## src/rtl/fetch_stage_if.sv

```systemverilog
// Fetch-stage boundary bundle: the instruction-memory read handshake plus
// the IF/ID pipeline register that decode consumes.
//
//   imem_read     fetch -> mem    read request, held until imem_resp
//   imem_address  fetch -> mem    word-aligned fetch address
//   imem_rdata    mem   -> fetch  instruction, valid with imem_resp
//   imem_resp     mem   -> fetch  one-cycle completion of the read
//   if_id         fetch -> decode {intr, pc_out, brpredict}
//   if_id_valid   fetch -> decode 1 = real instruction, 0 = bubble
//
// Modports: master = fetch stage, slave = memory/decode environment.
interface fetch_stage_if;

  typedef struct packed {
    logic [15:0] intr;
    logic [15:0] pc_out;
    logic        brpredict;
  } if_id_t;

  logic        imem_read;
  logic [15:0] imem_address;
  logic [15:0] imem_rdata;
  logic        imem_resp;
  if_id_t      if_id;
  logic        if_id_valid;

  modport master (
    output imem_read, imem_address, if_id, if_id_valid,
    input  imem_rdata, imem_resp
  );

  modport slave (
    input  imem_read, imem_address, if_id, if_id_valid,
    output imem_rdata, imem_resp
  );

endinterface

```

## src/rtl/fetch_stage.sv

```systemverilog
// IF stage of the LC-3b pipeline. Owns the PC and the instruction-memory
// read handshake, holds the IF/ID register, and predicts BR instructions
// with a direct-mapped BHT/BTB of 2-bit saturating counters.
//
// Ports:
//   clk, reset          clock; synchronous active-high reset
//   bus                 fetch_stage_if.master (imem handshake + IF/ID)
//   pipe_load           decode accepts IF/ID this edge
//   redirect_valid/pc   flush from EX/MEM with the correct next PC
//   bht_update*         resolved-branch training strobe, PC, direction, target
module fetch_stage #(
  parameter int          BHT_ENTRIES = 16,
  parameter logic [15:0] RESET_PC    = 16'h0000
) (
  input  logic                 clk,
  input  logic                 reset,
  fetch_stage_if.master        bus,
  input  logic                 pipe_load,
  input  logic                 redirect_valid,
  input  logic [15:0]          redirect_pc,
  input  logic                 bht_update,
  input  logic [15:0]          bht_update_pc,
  input  logic                 bht_update_taken,
  input  logic [15:0]          bht_update_target
);

  localparam int IDX  = $clog2(BHT_ENTRIES);
  localparam int TAGW = 15 - IDX;

  typedef enum logic [1:0] {
    ST_FETCH = 2'd0,
    ST_HOLD  = 2'd1,
    ST_DRAIN = 2'd2
  } state_e;

  state_e      state_q;
  logic [15:0] pc_q;
  logic [15:0] drain_addr_q;

  // IF/ID register and the one-entry skid buffer used while decode stalls.
  logic [15:0] intr_q,     buf_intr_q;
  logic [15:0] pc_out_q,   buf_pc_q;
  logic        bp_q,       buf_bp_q;
  logic        if_id_valid_q;

  // BHT/BTB storage
  logic            bht_valid_q [BHT_ENTRIES];
  logic [1:0]      bht_ctr_q   [BHT_ENTRIES];
  logic [TAGW-1:0] bht_tag_q   [BHT_ENTRIES];
  logic [15:0]     bht_tgt_q   [BHT_ENTRIES];

  // ---------------------------------------------------------------------
  // Lookup / prediction on the returning instruction
  // ---------------------------------------------------------------------
  logic [IDX-1:0]  lk_idx;
  logic [TAGW-1:0] lk_tag;
  logic            is_br;
  logic            lk_hit;
  logic            taken_pred;
  logic [15:0]     pc_plus2;
  logic [15:0]     next_pc;

  assign lk_idx     = pc_q[IDX:1];
  assign lk_tag     = pc_q[15:IDX+1];
  // BR with nzp=000 is the architectural NOP and never predicted.
  assign is_br      = (bus.imem_rdata[15:12] == 4'b0000) && (bus.imem_rdata[11:9] != 3'b000);
  assign lk_hit     = bht_valid_q[lk_idx] && (bht_tag_q[lk_idx] == lk_tag);
  assign taken_pred = is_br && lk_hit && bht_ctr_q[lk_idx][1];
  assign pc_plus2   = pc_q + 16'd2;
  assign next_pc    = taken_pred ? bht_tgt_q[lk_idx] : pc_plus2;

  // ---------------------------------------------------------------------
  // Outputs
  // ---------------------------------------------------------------------
  assign bus.imem_read    = !reset && (state_q != ST_HOLD);
  assign bus.imem_address = (state_q == ST_DRAIN) ? drain_addr_q : pc_q;
  assign bus.if_id        = {intr_q, pc_out_q, bp_q};
  assign bus.if_id_valid  = if_id_valid_q;

  // ---------------------------------------------------------------------
  // PC / handshake FSM and IF/ID register
  // ---------------------------------------------------------------------
  // NOTE: sequential state is assigned with non-blocking (<=) only, so every
  // register samples pre-edge values regardless of statement order.
  always_ff @(posedge clk) begin
    if (reset) begin
      state_q       <= ST_FETCH;
      pc_q          <= RESET_PC;
      drain_addr_q  <= RESET_PC;
      intr_q        <= 16'h0000;
      pc_out_q      <= 16'h0000;
      bp_q          <= 1'b0;
      if_id_valid_q <= 1'b0;
      buf_intr_q    <= 16'h0000;
      buf_pc_q      <= 16'h0000;
      buf_bp_q      <= 1'b0;
    end else if (redirect_valid) begin
      // Flush: bubble into decode, drop any buffered instruction.
      intr_q        <= 16'h0000;
      pc_out_q      <= 16'h0000;
      bp_q          <= 1'b0;
      if_id_valid_q <= 1'b0;
      buf_intr_q    <= 16'h0000;
      buf_pc_q      <= 16'h0000;
      buf_bp_q      <= 1'b0;
      pc_q          <= redirect_pc;
      case (state_q)
        ST_FETCH: begin
          // A read still outstanding must complete before a new address
          // may be presented; a read completing now is simply dropped.
          if (!bus.imem_resp) begin
            drain_addr_q <= pc_q;
            state_q      <= ST_DRAIN;
          end
        end
        ST_HOLD:  state_q <= ST_FETCH;
        ST_DRAIN: state_q <= ST_DRAIN;
        default:  state_q <= ST_FETCH;
      endcase
    end else begin
      case (state_q)
        ST_FETCH: begin
          if (bus.imem_resp) begin
            pc_q <= next_pc;
            if (pipe_load) begin
              intr_q        <= bus.imem_rdata;
              pc_out_q      <= pc_plus2;
              bp_q          <= taken_pred;
              if_id_valid_q <= 1'b1;
            end else begin
              buf_intr_q <= bus.imem_rdata;
              buf_pc_q   <= pc_plus2;
              buf_bp_q   <= taken_pred;
              state_q    <= ST_HOLD;
            end
          end else if (pipe_load) begin
            intr_q        <= 16'h0000;
            pc_out_q      <= 16'h0000;
            bp_q          <= 1'b0;
            if_id_valid_q <= 1'b0;
          end
        end

        ST_HOLD: begin
          if (pipe_load) begin
            intr_q        <= buf_intr_q;
            pc_out_q      <= buf_pc_q;
            bp_q          <= buf_bp_q;
            if_id_valid_q <= 1'b1;
            buf_intr_q    <= 16'h0000;
            buf_pc_q      <= 16'h0000;
            buf_bp_q      <= 1'b0;
            state_q       <= ST_FETCH;
          end
        end

        ST_DRAIN: begin
          if (pipe_load) begin
            intr_q        <= 16'h0000;
            pc_out_q      <= 16'h0000;
            bp_q          <= 1'b0;
            if_id_valid_q <= 1'b0;
          end
          // Stale data is discarded; pc already holds the redirect target.
          if (bus.imem_resp) state_q <= ST_FETCH;
        end

        default: state_q <= ST_FETCH;
      endcase
    end
  end

  // ---------------------------------------------------------------------
  // BHT training
  // ---------------------------------------------------------------------
  logic [IDX-1:0]  up_idx;
  logic [TAGW-1:0] up_tag;
  logic            up_hit;

  assign up_idx = bht_update_pc[IDX:1];
  assign up_tag = bht_update_pc[15:IDX+1];
  assign up_hit = bht_valid_q[up_idx] && (bht_tag_q[up_idx] == up_tag);

  always_ff @(posedge clk) begin
    if (reset) begin
      for (int i = 0; i < BHT_ENTRIES; i++) begin
        bht_valid_q[i] <= 1'b0;
        bht_ctr_q[i]   <= 2'b01;
      end
    end else if (bht_update) begin
      if (up_hit) begin
        if (bht_update_taken) begin
          if (bht_ctr_q[up_idx] != 2'b11) bht_ctr_q[up_idx] <= bht_ctr_q[up_idx] + 2'd1;
        end else begin
          if (bht_ctr_q[up_idx] != 2'b00) bht_ctr_q[up_idx] <= bht_ctr_q[up_idx] - 2'd1;
        end
      end else if (bht_update_taken) begin
        bht_valid_q[up_idx] <= 1'b1;
        bht_ctr_q[up_idx]   <= 2'b10;
      end
    end
  end

  // NOTE: tag and target arrays carry no reset; the valid bits gate every
  // use, so the RAM-like storage stays free of reset fan-out.
  always_ff @(posedge clk) begin
    if (!reset && bht_update && bht_update_taken) begin
      bht_tag_q[up_idx] <= up_tag;
      bht_tgt_q[up_idx] <= bht_update_target;
    end
  end

  // Bit 0 of the update PC is always zero for word-aligned instructions.
  logic unused_ok;
  assign unused_ok = bht_update_pc[0];

endmodule

```

## src/flat_wrapper.sv

```systemverilog
// flat-port wrapper written by rule: the top's interface ports become plain ports
module fetch_stage_flat 
#(
  parameter int          BHT_ENTRIES = 16,
  parameter logic [15:0] RESET_PC    = 16'h0000
)
  (clk, reset, pipe_load, redirect_valid, redirect_pc, bht_update, bht_update_pc, bht_update_taken, bht_update_target, bus_imem_read, bus_imem_address, bus_if_id, bus_if_id_valid, bus_imem_rdata, bus_imem_resp);
  fetch_stage_if bus_i ();
  input  logic clk;
  input  logic reset;
  input  logic pipe_load;
  input  logic redirect_valid;
  input  logic [15:0] redirect_pc;
  input  logic bht_update;
  input  logic [15:0] bht_update_pc;
  input  logic bht_update_taken;
  input  logic [15:0] bht_update_target;
  output wire logic [$bits(bus_i.imem_read)-1:0] bus_imem_read;
  output wire logic [$bits(bus_i.imem_address)-1:0] bus_imem_address;
  output wire logic [$bits(bus_i.if_id)-1:0] bus_if_id;
  output wire logic [$bits(bus_i.if_id_valid)-1:0] bus_if_id_valid;
  input wire logic [$bits(bus_i.imem_rdata)-1:0] bus_imem_rdata;
  input wire logic [$bits(bus_i.imem_resp)-1:0] bus_imem_resp;
  assign bus_imem_read = bus_i.imem_read;
  assign bus_imem_address = bus_i.imem_address;
  assign bus_if_id = bus_i.if_id;
  assign bus_if_id_valid = bus_i.if_id_valid;
  assign bus_i.imem_rdata = bus_imem_rdata;
  assign bus_i.imem_resp = bus_imem_resp;
  fetch_stage #(.BHT_ENTRIES(BHT_ENTRIES), .RESET_PC(RESET_PC)) u_core (.clk(clk), .reset(reset), .bus(bus_i), .pipe_load(pipe_load), .redirect_valid(redirect_valid), .redirect_pc(redirect_pc), .bht_update(bht_update), .bht_update_pc(bht_update_pc), .bht_update_taken(bht_update_taken), .bht_update_target(bht_update_target));
endmodule
```

## config.mk

```make
export PLATFORM = sky130hd
export DESIGN_NAME = fetch_stage_flat
export DESIGN_NICKNAME = d
export VERILOG_FILES = /design/src/rtl/fetch_stage_if.sv /design/src/rtl/fetch_stage.sv /design/src/flat_wrapper.sv
export SDC_FILE = /design/constraint.sdc
export NUM_CORES = 1
export LEC_CHECK = 0
export CAP_MARGIN = 15
export CORE_MARGIN = 1.5
export CORE_UTILIZATION = 54
export CTS_CLUSTER_SIZE = 40
export DETAILED_ROUTE_END_ITERATION = 6
export DONT_BUFFER_PORTS = 1
export PLACE_DENSITY = 0.75
export SLEW_MARGIN = 25
export SYNTH_ARGS = -nofsm -noshare
export SYNTH_HDL_FRONTEND = slang
export SYNTH_SLANG_ARGS = --single-unit
```

## constraint.sdc

```tcl
create_clock -name clk -period 5.7 [get_ports clk]
set_clock_uncertainty 0.15 [all_clocks]
set_input_delay 0.285 -clock clk [delete_from_list [all_inputs] [get_ports clk]]
set_output_delay 0.285 -clock clk [all_outputs]
set_load 0.02 [all_outputs]
```

==> results.tsv <==
stage	metric	value	unit
place	Cell Area, Placed	0.0266	sq mm
setup_path	r2r setup slk	1.01	ns
timing	final setup fails	0	
clock_tree	latest clock arrival within the worst-skew pair	0.63	ns
place	number of I/O port buffers	0	
place	Routability Congestion	0.867	
die	die height	223	um
clock_tree	CTS resizes	0	
logic_synthesis	Mapped Nets	1808	
routing	DRC	0	
routing	router iterations before antenna repair	6	
timing	worst-margin pin slew	1.04	ns
logic_synthesis	Synth Instances	1732	
logic_synthesis	number of synthesized flops with an enable pin	464	
setup_path	Setup crit end kind	flop	
logic_synthesis	YS warnings	0	
die	Initial Utilization	54.6	%
hold_path	WHS Endpoint	u_core.bht_ctr_q[14][1]$_SDFFCE_PN0P_	
global_routing	GRT overflow	0	
layout	commonest non-fill, non-tap cell in the layout	edfxtp_1	
layout	post-route cell area	0.0291	sq mm
layout	Syn-to-layout area delta	12.0	%
hold_path	Worst Hold Launch	bht_update_taken	
logic_synthesis	Distinct cells, synth	66	
timing	part of the cycle the worst path needs	82.3	%
die	Std-Cell Rows	80	
hold_path	Worst Hold Class	in2reg	
place	dpl hpwl	40.5	mm
clock_tree	CTS Root Cell	clkbuf_16	
timing	Max-Slew Margin vs Limit	30.8	%
global_routing	first-pass GRT wire length	104	mm
layout	commonest cells after routing, fill and taps aside	edfxtp_1, mux4_2, dfxtp_1	
clock_tree	htree depth	2	
logic_synthesis	Mapped Area	0.0260	sq mm
timing	Sum Neg Setup Slack	0	ns
clock_tree	Num Clock Sinks	585	
routing	Total Routed Length	69.5	mm
logic_synthesis	share of flip-flops with an asynchronous set or reset	0	%
flow_run	max-cap violation count	0	
layout	share of layout cells above drive strength 1	18.7	%
routing	vias after detailed routing	16600	
setup_path	critical path class	reg2reg	
setup_path	Worst EP required	6.05	ns
power_and_ir_drop	Peak VDD IR	0.000255	V
power_and_ir_drop	Power, Total	9.43	mW
logic_synthesis	synthesized flop and latch total	585	
layout	fill count	3400	
die	die footprint	0.0495	sq mm
power_and_ir_drop	pwr dens	323	mW/mm^2
global_routing	antenna violations before repair	4	
global_routing	number of global-route vias before repair	16400	
setup_path	Startpoint Class	flop	
timing	Final min period	4.69	ns
layout	final net count	1835	
clock_tree	CTS buffer count	58	
routing	1st-iter DRT viols	2126	
timing	final hold violations	0	
routing	drt wl/cell	28.7	um
timing	Pins Over Slew Limit	0	
clock_tree	Bufs on Longest Clock Path	3	
global_routing	largest net degree at the start of global routing	79	
logic_synthesis	Seq/Total Area, Yosys	62.8	%
clock_tree	CTS tree	done	
hold_path	Hold Path Stages	4	
routing	DRT antenna net count	0	
layout	fin util	61.2	%
logic_synthesis	Synth Flop Type	edfxtp_1	
setup_path	cells on worst reg2reg path	11	
setup_path	Max FO, Critical Path	78	
timing	Max Clock Freq	0.213	GHz
timing	unrepaired setup endpoints after global routing	false	
setup_path	arrival time at the worst endpoint	5.04	ns
global_routing	GRT Overall Usage	28.2	%
die	core box area	0.0476	sq mm
logic_synthesis	mean post-synth cell area	15.0	sq um
power_and_ir_drop	Lkg Pwr	9.22	nW
die	Horiz. Die Dim	223	um
outcome	outcome	finished clean	
clock_tree	clock transition at the registers of the reported paths	0.07	ns
routing	via/cell ratio	6.84	
die	Ports	122	
[power by group]
group / total, mW / internal, mW / leakage (nW) / switching, mW
registers: 4.78 / 4.67 / 5.19 / 0.112
clock network: 3.77 / 2.13 / 0.911 / 1.64
logic: 0.877 / 0.385 / 3.12 / 0.493
total: 9.43 / 7.18 / 9.22 / 2.25
[sequential cells by signal, indices dropped and copies added (netlist names), 2 cells and up, named ones only]
| register | count |
|---|---|
| u_core.buf_pc_q | 16 |
| u_core.bht_ctr_q | 32 |
| u_core.bht_tag_q | 176 |
| u_core.drain_addr_q | 16 |
| u_core.intr_q | 16 |
| u_core.bht_valid_q | 16 |
| u_core.pc_out_q | 16 |
| u_core.pc_q | 16 |
| u_core.buf_intr_q | 16 |
| u_core.state_q | 2 |
| u_core.bht_tgt_q | 256 |
[cells in the mapped netlist, drive strengths merged (20+ instances only)]
library cell | count | area share (%)
mux2i | 84 | 3.2
o21ai | 34 | 0.65
a21oi | 71 | 1.4
nor2 | 115 | 1.7
edfxtp | 464 | 54
clkbuf | 81 | 1.2
buf | 57 | 1.4
mux2 | 23 | 0.99
a22oi | 76 | 2.2
xor2 | 20 | 0.67
xnor2 | 38 | 1.3
nand3 | 44 | 0.85
mux4 | 154 | 13
dfxtp | 121 | 9.3
nand2 | 103 | 1.5
a211oi | 27 | 0.82
[metal layers]
| layer | GRT usage, % | vias up | wire [um] |
|---|---|---|---|
| met2 | 47.1 | 1050 | 34400 |
| met5 | 0 | - | 10 |
| li1 | - | 6917 | - |
| met1 | 36.7 | 8407 | 26000 |
| met3 | 5.13 | 194 | 6220 |
| met4 | 11.4 | 2 | 2820 |
[final cells by class]
type	count	area (sq um)	share of cell area (%)
inverter	14	52.6	0.180
sequential	585	16400	56.2
multi-input combinational	995	9110	31.3
tap	615	769	2.64
antenna	1	2.50	0.00859
clock inverter	33	287	0.983
clock buffer	73	1570	5.38
timing repair buffer	105	988	3.39
[repair_timing]
action	in CTS	in global routing
hold buffers	71	0
hold endpoints to repair	579	0
setup buffers	0	0
[critical path, cell delays in order (launching register included)]
cell and delay (ns):
dfxtp_4 0.76, buf_12 0.52, mux4_2 0.60, mux2_2 0.28
nand2_1 0.14, and3b_1 0.17, o2111ai_1 0.16, nor4_4 0.30
buf_4 0.41, mux2i_1 0.26, a211oi_2 0.09, dlygate4sd3_1 0.59
[worst max-delay path by stage]
stage | startpoint | endpoint | cells past startpoint
after global placement | bht_update_pc[1] | u_core.bht_ctr_q[15][1]$_SDFFCE_PN0P_ | 8
final | flop | flop | 11
after CTS | flop | flop | 11
after global routing | flop | flop | 11
after detailed placement | bht_update_pc[1] | u_core.bht_ctr_q[3][0]$_SDFFCE_PN1P_ | 8
after floorplan | bht_update_pc[4] | u_core.bht_ctr_q[10][0]$_SDFFCE_PN1P_ | 12
[metrics by stage]
step / worst slack, ns / hold slack [ns] / cells
global placement: 1.44 / 0.206 / 2243
finish: 1.01 / 0.0142 / 2421
detailed placement: 1.47 / 0.210 / 2243
floorplan: 2.53 / 0.234 / 1732
global route: 0.740 / 0.0298 / 2421
CTS: 1.01 / 0.00765 / 2420
[logic make-up (layout without fill, tap and decap cells)]
logic type	count (synthesis)	after routing	synth area share [%]
AND/OR/NAND/NOR	365	365	6.56
multiplexers	261	261	17.5
other	0	1	0
flip-flops	585	585	62.8
AO/OA/AOI/OAI	306	306	8.11
XOR/XNOR	58	58	1.95
adder cells (fa/ha/maj)	5	5	0.240
buffers and inverters	152	225	2.77
(Power assumes the default switching activity.)
